## config.mk

```make
export PLATFORM = sky130hd
export DESIGN_NAME = dma_mc_engine
export DESIGN_NICKNAME = d
export VERILOG_FILES = /design/src/rtl/dma_pkg.sv /design/src/rtl/dma_rr_arbiter.sv /design/src/rtl/dma_mc_engine.sv
export SDC_FILE = /design/constraint.sdc
export NUM_CORES = 1
export LEC_CHECK = 0
export ABC_CLOCK_PERIOD_IN_PS = 11900
export CORE_MARGIN = 5
export CORE_UTILIZATION = 40
export DETAILED_ROUTE_END_ITERATION = 10
export DONT_BUFFER_PORTS = 1
export PLACE_DENSITY = 0.58
export SLEW_MARGIN = 25
export SYNTH_ARGS = -nofsm -noshare
export SYNTH_HDL_FRONTEND = slang
export SYNTH_SLANG_ARGS = --single-unit
```

## constraint.sdc

```tcl
create_clock -name clk -period 11.9 [get_ports clk]
set_clock_uncertainty 0.2 [all_clocks]
set_input_delay 1.785 -clock clk [delete_from_list [all_inputs] [get_ports clk]]
set_output_delay 1.785 -clock clk [all_outputs]
set_load 0.02 [all_outputs]
```

## src/rtl/dma_pkg.sv

```systemverilog
// rtl/dma_pkg.sv - shared types and constants for the multi-channel DMA engine
// Purpose: engine FSM state encoding and the word-to-byte address shift.
// Ports: none (package).
package dma_pkg;
   typedef enum logic [2:0] {IDLE, ARB, READ, WAIT, WRITE, RET} state_t;
   localparam int WORD_SHIFT = 2;
endpackage

```

## src/rtl/dma_rr_arbiter.sv

```systemverilog
// rtl/dma_rr_arbiter.sv - round-robin grant of one requesting channel
// Purpose: picks the lowest-index requester at or after ptr_i, wrapping around.
// Ports:
//   req_i   in   NUM_CH  request vector
//   ptr_i   in   IW      round-robin start index
//   grant_o out  NUM_CH  one-hot grant
//   idx_o   out  IW      index of granted channel
//   any_o   out  1       some request was granted
module dma_rr_arbiter #(
   parameter int NUM_CH = 2,
   parameter int IW     = (NUM_CH > 1) ? $clog2(NUM_CH) : 1
) (
   input  logic [NUM_CH-1:0] req_i,
   input  logic [IW-1:0]     ptr_i,
   output logic [NUM_CH-1:0] grant_o,
   output logic [IW-1:0]     idx_o,
   output logic              any_o
);

   logic [IW-1:0] cand;
   logic          found;

   always_comb begin
      grant_o = '0;
      idx_o   = '0;
      cand    = '0;
      found   = 1'b0;
      for (int k = 0; k < NUM_CH; k++) begin
         cand = IW'((int'(ptr_i) + k) % NUM_CH);
         if (!found && req_i[cand]) begin
            found = 1'b1;
            idx_o = cand;
         end
      end
      if (found) grant_o[idx_o] = 1'b1;
      any_o = found;
   end

endmodule

```

## src/rtl/dma_mc_engine.sv

```systemverilog
// rtl/dma_mc_engine.sv - multi-channel chunked DMA read/write engine
// Purpose: NUM_CH channels share one read/write engine; each grant moves one
//   chunk of up to BURST_W words, with round-robin arbitration between chunks.
//   Optional feature macro: DMA_ABORT_EN (adds the ch_abort port).
// Ports:
//   clk, rst                  clock, asynchronous active-high reset
//   ch_en/ch_src/ch_dst/ch_len per-channel enable, byte addresses, word length
//   rd_req/rd_addr            read-chunk request and source address
//   wr_req/wr_addr            write-chunk request and destination address
//   xfer_len                  words in the current chunk
//   rd_done/wr_done           chunk completion pulses from the master
//   fifo_full/fifo_empty      data FIFO status
//   irq                       per-channel completion (level)
//   ch_abort                  per-channel abort pulse (DMA_ABORT_EN only)
module dma_mc_engine
   import dma_pkg::*;
#(
   parameter int NUM_CH  = 2,
   parameter int ADDR_W  = 32,
   parameter int LEN_W   = 16,
   parameter int BURST_W = 16
) (
   input  logic                       clk,
   input  logic                       rst,
   input  logic [NUM_CH-1:0]          ch_en,
   input  logic [NUM_CH*ADDR_W-1:0]   ch_src,
   input  logic [NUM_CH*ADDR_W-1:0]   ch_dst,
   input  logic [NUM_CH*LEN_W-1:0]    ch_len,
   output logic                       rd_req,
   output logic [ADDR_W-1:0]          rd_addr,
   output logic                       wr_req,
   output logic [ADDR_W-1:0]          wr_addr,
   output logic [$clog2(BURST_W):0]   xfer_len,
   input  logic                       rd_done,
   input  logic                       wr_done,
   input  logic                       fifo_full,
   input  logic                       fifo_empty,
   output logic [NUM_CH-1:0]          irq
`ifdef DMA_ABORT_EN
   ,
   input  logic [NUM_CH-1:0]          ch_abort
`endif
);

   localparam int IW = (NUM_CH > 1) ? $clog2(NUM_CH) : 1;
   localparam int XW = $clog2(BURST_W) + 1;
   localparam int OW = LEN_W + 1;

   state_t              state_q, state_d;
   logic [IW-1:0]       cur_q, cur_d, rr_q, rr_d;
   logic [XW-1:0]       xfer_q, xfer_d;
   logic [ADDR_W-1:0]   rd_addr_q, rd_addr_d, wr_addr_q, wr_addr_d;
   logic [OW-1:0]       off_q [NUM_CH];
   logic [OW-1:0]       off_d [NUM_CH];
   logic [NUM_CH-1:0]   irq_q, irq_d;
   logic                drop_q, drop_d, abort_q, abort_d;

   logic [ADDR_W-1:0]   src_w [NUM_CH];
   logic [ADDR_W-1:0]   dst_w [NUM_CH];
   logic [OW-1:0]       len_w [NUM_CH];
   logic [NUM_CH-1:0]   elig, elig_nxt, grant;
   logic [IW-1:0]       gnt_idx;
   logic                gnt_any, abort_cur;
   logic [ADDR_W-1:0]   sel_src, sel_dst;
   logic [OW-1:0]       sel_len, sel_off, rem;

   always_comb begin
      for (int i = 0; i < NUM_CH; i++) begin
         src_w[i] = ch_src[i*ADDR_W +: ADDR_W];
         dst_w[i] = ch_dst[i*ADDR_W +: ADDR_W];
         len_w[i] = {1'b0, ch_len[i*LEN_W +: LEN_W]};
         elig[i]  = ch_en[i] && !irq_q[i] && (off_q[i] < len_w[i]);
      end
   end

   dma_rr_arbiter #(.NUM_CH(NUM_CH), .IW(IW)) u_arb (
      .req_i   (elig),
      .ptr_i   (rr_q),
      .grant_o (grant),
      .idx_o   (gnt_idx),
      .any_o   (gnt_any)
   );

   // One-hot grant selects the winning channel's parameters.
   always_comb begin
      sel_src = '0;
      sel_dst = '0;
      sel_len = '0;
      sel_off = '0;
      for (int i = 0; i < NUM_CH; i++) begin
         if (grant[i]) begin
            sel_src |= src_w[i];
            sel_dst |= dst_w[i];
            sel_len |= len_w[i];
            sel_off |= off_q[i];
         end
      end
      rem = sel_len - sel_off;
   end

`ifdef DMA_ABORT_EN
   logic in_chunk;
   assign in_chunk  = state_q inside {READ, WAIT, WRITE, RET};
   assign abort_cur = ch_abort[cur_q] && (state_q inside {READ, WAIT, WRITE});
`else
   assign abort_cur = 1'b0;
`endif

   // Per-channel bookkeeping. ch_en low is applied last so it overrides any
   // irq set in the same cycle.
   always_comb begin
      for (int i = 0; i < NUM_CH; i++) begin
         off_d[i] = off_q[i];
         irq_d[i] = irq_q[i];
         if (ch_en[i] && len_w[i] == '0) irq_d[i] = 1'b1;
         if (state_q == RET && cur_q == IW'(i) && !abort_q) begin
            if (drop_q) begin
               off_d[i] = '0;
            end else begin
               off_d[i] = off_q[i] + OW'(xfer_q);
               if (off_d[i] >= len_w[i]) irq_d[i] = 1'b1;
            end
         end
`ifdef DMA_ABORT_EN
         if (ch_abort[i] && !(in_chunk && cur_q == IW'(i))) off_d[i] = '0;
`endif
         if (!ch_en[i]) begin
            off_d[i] = '0;
            irq_d[i] = 1'b0;
         end
         elig_nxt[i] = ch_en[i] && !irq_d[i] && (off_d[i] < len_w[i]);
      end
   end

   always_comb begin
      state_d   = state_q;
      cur_d     = cur_q;
      rr_d      = rr_q;
      xfer_d    = xfer_q;
      rd_addr_d = rd_addr_q;
      wr_addr_d = wr_addr_q;
      drop_d    = drop_q;
      abort_d   = abort_q;
      rd_req    = 1'b0;
      wr_req    = 1'b0;
      case (state_q)
         IDLE: if (|elig) state_d = ARB;
         ARB: begin
            if (gnt_any) begin
               // Addresses and length are latched so they stay stable even if
               // the CSRs change while the chunk is in flight.
               cur_d     = gnt_idx;
               xfer_d    = (32'(rem) > 32'(BURST_W)) ? XW'(BURST_W) : XW'(rem);
               rd_addr_d = sel_src + (ADDR_W'(sel_off) << WORD_SHIFT);
               wr_addr_d = sel_dst + (ADDR_W'(sel_off) << WORD_SHIFT);
               drop_d    = 1'b0;
               abort_d   = 1'b0;
               state_d   = READ;
            end else begin
               state_d = IDLE;
            end
         end
         READ: begin
            rd_req = 1'b1;
            if (rd_done || fifo_full) state_d = WAIT;
         end
         WAIT: begin
            wr_req = 1'b1;
            if (!fifo_empty) state_d = WRITE;
         end
         WRITE: begin
            wr_req = 1'b1;
            if (wr_done || fifo_empty) state_d = RET;
         end
         RET: begin
            rr_d    = IW'((int'(cur_q) + 1) % NUM_CH);
            state_d = (|elig_nxt) ? ARB : IDLE;
         end
         default: state_d = IDLE;
      endcase
      // Granted channel disabled mid-chunk: finish the chunk, then restart it from zero.
      if ((state_q inside {READ, WAIT, WRITE}) && !ch_en[cur_q]) drop_d = 1'b1;
      if (abort_cur) begin
         state_d = RET;
         abort_d = 1'b1;
      end
   end

   always_ff @(posedge clk or posedge rst) begin
      if (rst) begin
         state_q   <= IDLE;
         cur_q     <= '0;
         rr_q      <= '0;
         xfer_q    <= '0;
         rd_addr_q <= '0;
         wr_addr_q <= '0;
         irq_q     <= '0;
         drop_q    <= 1'b0;
         abort_q   <= 1'b0;
         for (int i = 0; i < NUM_CH; i++) off_q[i] <= '0;
      end else begin
         state_q   <= state_d;
         cur_q     <= cur_d;
         rr_q      <= rr_d;
         xfer_q    <= xfer_d;
         rd_addr_q <= rd_addr_d;
         wr_addr_q <= wr_addr_d;
         irq_q     <= irq_d;
         drop_q    <= drop_d;
         abort_q   <= abort_d;
         for (int i = 0; i < NUM_CH; i++) off_q[i] <= off_d[i];
      end
   end

   assign rd_addr  = rd_addr_q;
   assign wr_addr  = wr_addr_q;
   assign xfer_len = xfer_q;
   assign irq      = irq_q;

endmodule

```

Yosys cells after proc, flatten, opt, wreduce, memory -nomap -nowiden
Cells that the tools add are included.
{"block": "totals", "in_bits": 168, "reg_bits": 111, "wordCells": 128}
{"block": "op_classes", "add_sub_neg": 7, "reduce_logical": 35, "bitwise_logic": 5, "n_eq_ne": 9, "magnitude_cmp": 12, "n_mux": 50}
{"operator": "$mux W17", "n": 9}
{"operator": "$mux W32", "n": 4}
{"operator": "$lt A17 B16 Y1", "n": 4}
{"operator": "$add A32 B19 Y32", "n": 2}
{"operator": "$or A32 B32 Y32", "n": 2}
{"operator": "$add A17 B5 Y17", "n": 2}
{"operator": "$ge A17 B16 Y1", "n": 2}
{"operator": "$logic_not A17 Y1", "n": 2}
{"operator": "$mux W1", "n": 27}
{"operator": "$pmux W3 S6", "n": 1}
{"operator": "$gt A17 B5 Y1 const B", "n": 1}
{"operator": "$or A17 B16 Y17", "n": 1}
{"operator": "$or A17 B17 Y17", "n": 1}
{"operator": "$sub A17 B17 Y17", "n": 1}
{"operator": "$mux W16", "n": 1}
{"operator": "$logic_and A1 B1 Y1", "n": 15}
{"operator": "$mux W3", "n": 4}
{"operator": "$lt A1 B2 Y1 const B", "n": 4}
{"operator": "$ne A2 B2 Y1 const B", "n": 4}
{"operator": "$eq A3 B2 Y1 const B", "n": 2}
{"operator": "$eq A3 B3 Y1 const B", "n": 2}
{"operator": "$logic_not A1 Y1", "n": 6}
{"operator": "$reduce_or A2 Y1", "n": 3}
{"operator": "$mux W5", "n": 1}
{"operator": "other kinds (12)", "n": 17}

Longest topological paths before layout
Gate-level depths: netlist (run 1).
{"block": "depth", "depth_word": 20, "ltp_mapped": 24}

Hierarchy
Synthesis (run 1) repeated with hierarchy kept, for this count alone.
{"block": "unflattened", "cells_unflattened": 1352, "hier_area_um2": 11232.0}
{"module": "dma_mc_engine", "cells_per_inst": 1347, "n_inst": 1, "area_per_inst_um2": 11199.5}
{"module": "dma_rr_arbiter", "cells_per_inst": 5, "n_inst": 1, "area_per_inst_um2": 32.5}

Least setup slack after synthesis (run 1)
OpenSTA, ideal clock, no wires.
{"block": "synth_path", "path_kind": "input -> register", "start": "input port ch_len[4]", "end": "register rd_addr_q[31], in the netlist rd_addr[31]", "setup_ns": 0.095, "required_time_ns": 11.605, "path_buffers": 4, "t_arrival_ns": 6.361, "slack_ns": 5.244, "stages": 23, "path_cell_list": "inv_1 > ha_1 > a21o_1 > a21oi_1 > o21ai_0 > a2111o_2 > and2_4 > buf_6 > buf_6 > buf_6 > buf_6 > a22oi_1 > inv_1 > ha_1 > a21oi_1 > o2111ai_1 > a221oi_1 > o21ai_0 > o31ai_1 > a22oi_1 > nand2_1 > o31a_1 > o31ai_1"}
{"block": "synth_via", "elab_chain_len": 17, "elab_cells_between_ends": 26, "cone_classes": "1 x add/sub; 3 x order compare; 15 x mux; 2 x bitwise; 5 x reduce/logical"}
{"item": "start, declared", "line_no": "dma_mc_engine.sv:28", "text": "input logic [NUM_CH*LEN_W-1:0] ch_len,"}
{"item": "$lt A17 B16 Y1 (*)", "line_no": "dma_mc_engine.sv:72", "text": "elig[i] = ch_en[i] && !irq_q[i] && (off_q[i] < len_w[i]);"}
{"item": "$logic_and A1 B1 Y1 (*)", "line_no": "dma_mc_engine.sv:72"}
{"item": "$mux W1 (not written as such) (2 in series)", "line_no": "dma_rr_arbiter.sv:30", "text": "if (!found && req_i[cand]) begin"}
{"item": "$mux W1", "line_no": "dma_rr_arbiter.sv:30"}
{"item": "$logic_not A1 Y1", "line_no": "dma_rr_arbiter.sv:30"}
{"item": "$logic_and A1 B1 Y1", "line_no": "dma_rr_arbiter.sv:30"}
{"item": "$mux W1", "line_no": "dma_rr_arbiter.sv:30"}
{"item": "$lt A1 B2 Y1 (not written as such) / $ge A1 B1 Y1 (equally long branches)", "line_no": "dma_rr_arbiter.sv:35", "text": "if (found) grant_o[idx_o] = 1'b1;"}
{"item": "$logic_and A1 B1 Y1 (not written as such)", "line_no": "dma_rr_arbiter.sv:35"}
{"item": "$mux W1 (not written as such)", "line_no": "dma_rr_arbiter.sv:35"}
{"item": "$demux W1 S1"}
{"item": "$mux W2", "line_no": "dma_rr_arbiter.sv:35"}
{"item": "$mux W32 / $mux W17 (equally long branches)", "line_no": "dma_mc_engine.sv:91", "text": "if (grant[i]) begin"}
{"item": "$or A32 B32 Y32 / $or A17 B17 Y17 (equally long branches)", "line_no": "dma_mc_engine.sv:92, dma_mc_engine.sv:95"}
{"item": "$mux W32 / $mux W17 (equally long branches)", "line_no": "dma_mc_engine.sv:91"}
{"item": "$add A32 B19 Y32", "line_no": "dma_mc_engine.sv:154", "text": "rd_addr_d = sel_src + (ADDR_W'(sel_off) << WORD_SHIFT);"}
{"item": "end signal, assigned", "line_no": "dma_mc_engine.sv:206", "text": "rd_addr_q <= rd_addr_d;"}
{"item": "end, declared", "line_no": "dma_mc_engine.sv:52", "text": "logic [ADDR_W-1:0] rd_addr_q, rd_addr_d, wr_addr_q, wr_addr_d;"}
Every way passes the cells marked *; elsewhere a longest branch is shown, timed or not. The select of a mux whose other input is x is not followed.
A chain may end at the register's enable or synchronous reset.

Final worst setup path (run 1)
{"block": "layout_path", "start": "input port ch_len[2]", "end": "register rd_addr_q[26], in the netlist rd_addr[26]"}
The elaborated chain is that of the path after synthesis.

==> metrics, run 1 <==
dominant cells by area after synthesis dfrtp_1, ha_1, nand2_1, o21ai_0, xnor2_1; Site Rows 61; fin cells between 1500 and 2000; top cell type's share of synthesized area 24.5%; CP Max Fanout 66; post-layout min period ~7.5 ns; Clk pwr share a little over a fifth; Initial Util about 40%; worst setup margin approximately 4.4 ns; Hold Vio Cnt, Final 0; Sw Pwr 0.734 mW; placed cell count about 1700; Post-DP Area around 0.012 sq mm; Worst Setup End Kind flop; maximum number of pins on one net before global-route repair between 80 and 90; reg2reg setup slack about 5.4 ns; clk_lat worst skew 0.37 ns; Die X 178 um; Resize count post-CTS 0; Max VDD drop a little over 0.00009 V; Crit Path Category in2reg; area of the multi-input gates ~0.0080 sq mm; R2R depth 17; setup_tns 0 ns; RSZ-0062 raised after global routing no; port buffer count 0; Residual DRC 0; Final Slew Violations 0; Nets roughly 1600; Synth cell types 79; grt ovf 0; number of hold buffers added after CTS 0; Sequential cell area approximately 0.0028 sq mm; Mapped Area roughly 0.011 sq mm; switching fraction of total power between 40 and 50%; sequential-to-total area share from yosys stat 24.5%; Clock transition at path regs ~0.1 ns; YS warnings 0; Final Routed Wirelength between 30 and 40 mm; Post-synth top flop dfrtp_1; global-route wire length before repair ~57 mm; met1 Use GR approximately a third; Routed Antenna Nets 0; clock sink count 111; top cells by count, synth ha_1, nand2_1, dfrtp_1; syn_area_per_cell around 8.3 sq um; DR iter-0 viols approximately 800; Hold Path Cell Cnt 2; relative slew slack roughly 25%; Int Power 0.823 mW; Worst Setup Slack post-DPL just over 4 ns; Area Growth Syn to Fin 4.82%; Max Cap Viol 0; Critical Path AT around 7.5 ns; busiest grt layer met2; vias per cell approximately 6; vias in the first global route 10000; Final Cell Area approximately 0.012 sq mm; Worst-Margin Slew 1.11 ns; First-pass DRT Iterations 5; htree depth 3; CTS Buf Count 9; hpwl dp 30.1 mm; Synth Register Bits approximately 110; met2 GRT Util a little under two fifths; pwr/cell area 131 mW/mm^2; Die Ht between 150 and 200 um; dominant cell type by area after synthesis dfrtp_1; Leakage approximately 5.7 nW; Worst Hold Slack about 0.37 ns; fillcell total slightly below 3000; fmax approximately 0.13 GHz; gr usage total between 20% and 30%; layout cells sized above 1 between 4 and 5%; ys async rst share 100%; CP required 11.94 ns; GPL Wtd Cong around 0.98; initial antenna violation count 1; Sequential Power Share 43.4%; Avg WL per Cell ~22 um; postcts setup bufs 0; # diodes 0; Die Area around 0.032 sq mm; Setup Viol. Count Final 0; Gate Count Post-Synth 1365; overall via count from detail_route approximately 10000; CTS tree yes; Max clock buf depth 2; EDFF count, synth 0; met3 Use GR 3.65%; combinational share of power 35.7%; I/O Pins 241; Root Buffer clkbuf_16; core area around 0.028 sq mm; crit share post-route 62.9%; Critical Path Start Type input pin; top-count cell post-synth ha_1; status finished, final reports clean; HP Class reg2reg
-- path summary, 6_finish.rpt --
check	start	end
hold reg to reg	rr_q	rr_q
setup reg to reg	off_q[10]	rd_addr[26]
setup / recovery	ch_len[2]	rd_addr[26]
max in group asynchronous	rst	wr_addr[8]
min in group asynchronous	rst	rd_addr[29]
hold / removal	rr_q	rr_q
-- cell families (layout without fill, tap and decap cells) --
family	after synthesis	after routing	share of synthesized area [%]
other	1	2	0.0330
xor gates and xnor gates	86	86	6.64
adders and majority gates	157	157	17.6
and+or+nand+nor	430	430	18.9
buffers and inverters	134	95	5.08
muxes	10	10	0.948
DFF	111	111	24.5
AOI/OAI and AO/OA	436	436	26.3
-- per-layer routing --
| layer | vias up | part of all wire (%) |
|---|---|---|
| met5 | - | 0.034 |
| met4 | 2 | 2.5 |
| met3 | 54 | 6.6 |
| met2 | 392 | 46 |
| met1 | 4895 | 45 |
| li1 | 4964 | - |
-- layout by cell type, fill, tap and decap left out, types with 19 or more instances in the layout --
master,netlist,final
nor2_1,74,74
a21oi_1,73,73
a22oi_1,47,47
xnor2_1,51,51
nor3_1,19,19
ha_1,152,152
nor2b_1,22,22
nand4_1,33,33
o21ai_0,100,100
dfrtp_1,111,111
a22o_1,39,39
xor2_1,35,35
a21o_1,30,30
inv_1,71,70
nand3_1,42,41
nand2_1,145,145
-- area by class of cell --
| type | count | area share, % |
|---|---|---|
| Sequential cell | 111 | 23.4 |
| Inverter | 71 | 2.26 |
| Clock inverter | 7 | 0.631 |
| Multi-Input combinational cell | 1121 | 67.3 |
| Clock buffer | 9 | 1.89 |
| Tap cell | 378 | 3.98 |
| Timing Repair Buffer | 8 | 0.537 |
-- worst max-delay path: stages --
cell,delay (ns)
inv_1,0.14
ha_1,0.28
a21o_1,0.16
a31oi_1,0.16
o21ai_0,0.20
a211oi_4,0.80
and2_2,0.46
buf_4,0.68
a22o_1,0.26
ha_1,0.31
a2111o_1,0.43
o21ai_0,0.25
a21boi_0,0.24
o41ai_1,0.60
a22oi_1,0.34
nand4b_1,0.21
xnor2_1,0.13
o21ai_1,0.07
-- power by group through the flow --
stage | sequential [mW] | combinational [mW] | clock, mW
global route | 0.690 | 0.626 | 0.345
detailed placement | 0.686 | 0.554 | 0
CTS | 0.679 | 0.555 | 0.333
global placement | 0.685 | 0.546 | 0
floorplan | 0.638 | 0.448 | 0
finish | 0.676 | 0.556 | 0.325
-- per-stage QoR --
stage,utilization [%],power [mW]
after floorplan,-,1.09
after global placement,41.5,1.23
after detailed placement,41.5,1.24
after CTS,42.6,1.57
after global routing,42.6,1.66
final,42.6,1.56
-- state kept, by name (all words and copies together), names as in the netlist --
signal	cells
off_q	34
rd_addr	32
wr_addr	32
xfer_len	5
state_q	3
irq	2
cur_q	1
drop_q	1
rr_q	1
Note: power is estimated with default switching activity, not from simulation.
==> run 2: changes to the inputs <==
- ABC_AREA: unset -> 1
- ABC_CLOCK_PERIOD_IN_PS: 11900 -> 7800
- clock period: 11.9 -> 7.8 ns (I/O delays scaled with it)
==> run 2 against run 1 <==
Compared with the run above:
- sequential power is 57% higher
- total power is 86% higher
- synthesized cell count up 21%
- die area increased by 2.6%
- largest cell class unchanged
- highest routed layer is now met4
- non-clock buffer count stayed put
- utilization rose by 0.16 points
- global-route usage down 1.2 points
- largest power group is now combinational cells
- critical path depth up 11
- clock power is 54% higher
- first-iteration DRC count is 35% lower
- sequential cell count is the same
==> metrics, run 2 <==
Final Routed Wirelength 36.7 mm (was 38.3 mm); setup_tns 0 ns (unchanged); Final Slew Violations 0 (unchanged); initial antenna violation count 0 (was 1); status finished, final reports clean (unchanged); Crit path top cell by count nand2_1; gr usage total 21.9% (was 23.1%); slowest stage delay, CP 0.59 ns (was 0.80 ns); grt ovf 0 (unchanged); Max clock buf depth 2 (unchanged); Initial Util 40.5% (was 40.6%); CP max stage cell clkinv_1 (was a211oi_4); GPL Wtd Cong 0.929 (was 0.978); Resize count post-CTS 0 (unchanged); dominant cells by area after synthesis dfrtp_1, ha_1, nand2_1, inv_1, a21oi_1 (was dfrtp_1, ha_1, nand2_1, o21ai_0, xnor2_1); Hold Path Cell Cnt 2 (unchanged); I/O Pins 241 (unchanged); Sw Pwr 1.47 mW (was 0.734 mW); CTS Buf Count 9 (unchanged); dominant cell type by area after synthesis dfrtp_1 (unchanged); overall via count from detail_route 10800 (was 10300); crit share post-route 82.9%; HP Class reg2reg (unchanged); Max VDD drop 0.000131 V (was 0.0000922 V); clock sink count 111 (unchanged); hpwl dp 30.1 mm (about the same); Site Rows 62 (was 61); syn_area_per_cell 7.07 sq um (was 8.31 sq um); Post-synth top flop dfrtp_1 (unchanged); Die Ht 181 um (was 178 um); Top delay family on crit path simple AND/OR/NAND/NOR gates (was compound AO/OA/AOI/OAI gates); Worst Setup End Kind flop (unchanged); Sequential cell area 0.00278 sq mm (unchanged); htree depth 3 (unchanged); R2R depth 28 (was 17); top cells by count, synth nand2_1, inv_1, ha_1 (was ha_1, nand2_1, dfrtp_1); Nets 1954 (was 1647); Die Area 0.0327 sq mm (was 0.0318 sq mm); Gate Count Post-Synth 1650 (was 1365); Avg WL per Cell 18.2 um (was 22.5 um); Leakage 6.39 nW (was 5.65 nW); Critical Path AT 6.53 ns (was 7.53 ns); fmax roughly 0.15 GHz; ys async rst share 100% (unchanged); top-count cell post-synth nand2_1 (was ha_1); number of hold buffers added after CTS 0 (unchanged); YS warnings 0 (unchanged); global-route wire length before repair 57.4 mm (was 57.0 mm); switching fraction of total power 50.8% (was 47.2%); First-pass DRT Iterations 5 (unchanged); core area 0.0288 sq mm (was 0.0279 sq mm); combinational share of power 45.9% (was 35.7%); sequential-to-total area share from yosys stat 23.8% (was 24.5%); Clk pwr share 17.3% (was 20.9%); reg2reg setup slack 1.75 ns (was 5.36 ns); vias in the first global route 10600 (was 10000); port buffer count 0 (unchanged); Root Buffer clkbuf_16 (unchanged); Setup Viol. Count Final 0 (unchanged); most common cell after layout, fill and taps aside nand2_1 (was ha_1); postcts setup bufs 0 (unchanged); Sequential Power Share 36.8% (was 43.4%); DR iter-0 viols 527 (was 807); Mapped Area 0.0117 sq mm (was 0.0113 sq mm); Synth Register Bits 111 (unchanged); CP Max Fanout 31 (was 66); pwr/cell area 235 mW/mm^2 (was 131 mW/mm^2); Largest register FFs 34 (unchanged); Hold Vio Cnt, Final 0 (unchanged); Worst Hold Slack 0.359 ns (was 0.368 ns); EDFF count, synth 0 (unchanged); Clock transition at path regs 0.09 ns (was 0.10 ns); # diodes 0 (unchanged); vias per cell 5.34 (was 6.05); most frequent cells in the layout nand2_1, inv_1, ha_1 (was ha_1, nand2_1, dfrtp_1); fillcell total 3029 (was 2913); RSZ-0062 raised after global routing no (unchanged); maximum number of pins on one net before global-route repair 67 (was 88); CP required 7.86 ns (was 11.94 ns); Worst Setup Slack post-DPL 0.856 ns (was 4.10 ns); area of the multi-input gates 0.00785 sq mm (was 0.00801 sq mm); Final Cell Area 0.0123 sq mm (was 0.0119 sq mm); Max Cap Viol 0 (unchanged); WP depth 29 (was 18); Post-DP Area 0.0120 sq mm (was 0.0116 sq mm); Residual DRC 0 (unchanged); Area Growth Syn to Fin 5.47% (was 4.82%); Routed Antenna Nets 0 (unchanged); relative slew slack 35.5% (was 25.4%); post-layout min period 6.47 ns; clk_lat worst skew 0.37 ns (about the same); Worst-Margin Slew 0.964 ns (was 1.11 ns); largest register by flop count off_q (unchanged); Int Power 1.42 mW (was 0.823 mW); layout cells sized above 1 4.83% (was 4.22%); Crit Path Category in2reg (unchanged); Critical Path Start Type input pin (unchanged); worst setup margin 1.33 ns (was 4.41 ns); top cell type's share of synthesized area 23.8% (was 24.5%); CTS tree yes (unchanged); Synth cell types 55 (was 79); worst path bufs/invs 5 (was 2); Die X 181 um (was 178 um)
-- run 2: path summary, 6_finish.rpt --
check | start | end
max | ch_len[26] | wr_addr[30]
min | state_q[1] | state_q[1]
max reg2reg | off_q[14] | wr_addr[30]
min reg2reg | state_q[1] | state_q[1]
max in group asynchronous | rst | state_q[2]
min in group asynchronous | rst | wr_addr[11]
-- run 2: worst min-delay path: cells and delay by family, from the launching register on --
kind,cells,cell delay (ns)
DFF,1,0.40
and+or+nand+nor,1,0.06
AOI/OAI and AO/OA,1,0.06
-- run 2: metal layers --
metal / track usage [%] / vias to the layer above / wire [um]
met5: 0 / - / 0
met4: 6.05 / 0 / 795
met3: 5.05 / 38 / 2410
met2: 37.2 / 281 / 17300
met1: 28.0 / 4980 / 16200
li1: - / 5487 / -
-- run 2: power by group through the flow --
stage | clock network, mW | logic (mW) | registers, mW
global route | 0.538 | 1.52 | 1.09
CTS | 0.519 | 1.34 | 1.07
detailed placement | 0 | 1.33 | 1.08
finish | 0.500 | 1.33 | 1.06
floorplan | 0 | 1.08 | 1.01
global placement | 0 | 1.31 | 1.08
-- run 2: cell type report --
| cell class | instances | share of cell area, % |
|---|---|---|
| Clock inverter | 7 | 0.682 |
| Tap cell | 384 | 3.91 |
| Timing Repair Buffer | 8 | 0.519 |
| Multi-Input combinational cell | 1282 | 63.8 |
| Sequential cell | 111 | 22.6 |
| Inverter | 217 | 6.67 |
| Clock buffer | 9 | 1.83 |
-- run 2: stage by stage --
step / std cells / utilization (%) / power, mW
6_report: 2018 / 42.7 / 2.89
3_5_place_dp: 2002 / 41.7 / 2.41
3_3_place_gp: 2002 / 41.6 / 2.39
2_1_floorplan: 1651 / - / 2.09
5_1_grt: 2018 / 42.7 / 3.14
4_1_cts: 2018 / 42.7 / 2.92
-- run 2: logic make-up after synthesis --
| family | after synthesis | share of synthesized area (%) |
|---|---|---|
| AO/OA/AOI/OAI | 332 | 17.8 |
| XOR/XNOR | 72 | 5.41 |
| adder cells (fa/ha/maj) | 157 | 17.2 |
| buffers and inverters | 258 | 8.94 |
| flip-flops | 111 | 23.8 |
| other | 1 | 0.0322 |
| AND/OR/NAND/NOR | 719 | 26.8 |
==> run 3: changes to the inputs <==
- ABC_CLOCK_PERIOD_IN_PS: 7800 -> 5400
- PLACE_DENSITY: 0.58 -> 0.6
- clock period: 7.8 -> 5.4 ns (I/O delays scaled with it)
==> run 3 against run 2 <==
Compared with the run above:
- final cell count increased by 1.3%
- first-iteration DRC count increased by 28%
- clock-buffer cell count unchanged
- critical path depth decreased by 1
- global-route usage increased by 0.33 points
- clock power increased by 48%
- utilization increased by 0.70 points
==> metrics, run 3 (synthesized netlist as in run 2, its figures left out) <==
most frequent cells in the layout nand2_1, inv_1, ha_1 (unchanged); post-layout min period between 4 and 5 ns; grt ovf 0 (unchanged); top sig layer met4 (unchanged); vias per cell 5.38 (was 5.34); Worst-Margin Slew 0.721 ns (was 0.964 ns); WL met2 17.7 mm (was 17.3 mm); Final Slew Violations 0 (unchanged); layout cells sized above 1 6.33% (was 4.83%); Detail Route met3 WL 2.81 mm (was 2.41 mm); port buffer count 0 (unchanged); Setup Viol. Count Final 0 (unchanged); Post-DP Area 0.0122 sq mm (was 0.0120 sq mm); Worst Setup SP off_q[11] (was ch_len[26]); reg2reg setup slack 0.66 ns (was 1.75 ns); pwr/cell area 340 mW/mm^2 (was 235 mW/mm^2); most common cell after layout, fill and taps aside nand2_1 (unchanged); FF-to-FF Start off_q[11] (was off_q[14]); Leakage 6.52 nW (was 6.39 nW); Initial Util 40.5% (unchanged); Clock transition at path regs 0.10 ns (was 0.09 ns); Max clock buf depth 2 (unchanged); largest register by flop count off_q (unchanged); Routed Antenna Nets 0 (unchanged); htree depth 3 (unchanged); R2R depth 28 (unchanged); status finished, final reports clean (unchanged); Max Cap Viol 0 (unchanged); Crit path top cell by count nand2_1 (unchanged); CP Max Fanout 26 (was 31); clk_lat worst skew 0.38 ns (was 0.37 ns); post-layout power 4.25 mW (was 2.89 mW); Die X 181 um (unchanged); core area 0.0288 sq mm (unchanged); gr usage total 22.2% (was 21.9%); Root Buffer clkbuf_16 (unchanged); DR iter-0 viols 673 (was 527); Area Growth Syn to Fin 7.20% (was 5.47%); Worst Setup Slack post-DPL 0.241 ns (was 0.856 ns); hpwl dp 31.1 mm (was 30.1 mm); worst reg2reg path endpoint wr_addr[30] (unchanged); I/O Pins 241 (unchanged); overall via count from detail_route 11000 (was 10800); Avg WL per Cell 18.3 um (was 18.2 um); GPL Wtd Cong 0.927 (was 0.929); Hold Vio Cnt, Final 0 (unchanged); slowest stage delay, CP 0.57 ns (was 0.59 ns); maximum number of pins on one net before global-route repair 70 (was 67); clock sink count 111 (unchanged); Max VDD drop 0.000186 V (was 0.000131 V); worst setup margin 0.656 ns (was 1.33 ns); CTS tree yes (unchanged); Final Routed Wirelength 37.5 mm (was 36.7 mm); Largest register FFs 34 (unchanged); initial antenna violation count 1 (was 0); Crit Path Category reg2reg (was in2reg); Nets 1980 (was 1954); Critical Path AT 4.82 ns (was 6.53 ns); setup_tns 0 ns (unchanged); Final Cell Area 0.0125 sq mm (was 0.0123 sq mm); Critical Path Start Type flop (was input pin); Resize count post-CTS 0 (unchanged); HP Class in2async (was reg2reg); First-pass DRT Iterations 5 (unchanged); crit share post-route between 80% and 90%; Site Rows 62 (unchanged); fmax between 0.2 and 0.25 GHz; CTS Buf Count 9 (unchanged); relative slew slack 51.5% (was 35.5%); CP max stage cell dfrtp_1 (was clkinv_1); vias in the first global route 10700 (was 10600); Die Ht 181 um (unchanged); M1 wire length 16.3 mm (was 16.2 mm); global-route wire length before repair 58.3 mm (was 57.4 mm); number of hold buffers added after CTS 0 (unchanged); CP required 5.48 ns (was 7.86 ns); RSZ-0062 raised after global routing no (unchanged); Worst Hold Slack 0.204 ns (was 0.359 ns); postcts setup bufs 0 (unchanged); Worst Setup End Kind flop (unchanged); Residual DRC 0 (unchanged); Die Area 0.0327 sq mm (unchanged)
-- run 3: how the worst max path moves through the flow --
stage                  end  slack [ns]  cells past startpoint
6_report       wr_addr[30]        0.66                     28
5_1_grt        wr_addr[30]        0.24                     28
4_1_cts        wr_addr[30]        0.64                     28
3_5_place_dp   wr_addr[30]        0.24                     30
3_3_place_gp   rd_addr[23]        0.38                     25
2_1_floorplan  wr_addr[30]        0.57                     33
-- run 3: area by class of cell --
cell class / instances / area (sq um)
antenna: 1 / 2.50
clock buffer: 9 / 225
clock inverter: 7 / 91.3
fill: 3021 / 16300
inverter: 217 / 823
multi-input combinational: 1282 / 7850
sequential: 111 / 2780
tap: 384 / 480
timing repair buffer: 34 / 255
-- run 3: routing by layer --
layer	track usage, %	vias to the layer above
met4	5.60	0
li1	-	5525
met3	5.19	41
met1	28.9	5098
met5	0	-
met2	37.4	334
-- run 3: report_power, final --
group	switching, mW	internal (mW)
clock	0.400	0.338
sequential	0.472	1.07
combinational	1.29	0.684
total	2.16	2.09
-- run 3: stage by stage --
stage / util (%) / instances
2_1_floorplan: - / 1651
3_3_place_gp: 42.3 / 2028
3_5_place_dp: 42.3 / 2028
4_1_cts: 43.4 / 2044
5_1_grt: 43.4 / 2045
6_report: 43.4 / 2045
-- run 3: worst max-delay path, delay by kind of cell (launching register included) --
family | cells | cell delay (ns)
AOI/OAI and AO/OA | 5 | 1.09
buffers and inverters | 4 | 0.47
and+or+nand+nor | 16 | 1.49
DFF | 1 | 0.57
adders and majority gates | 3 | 0.80
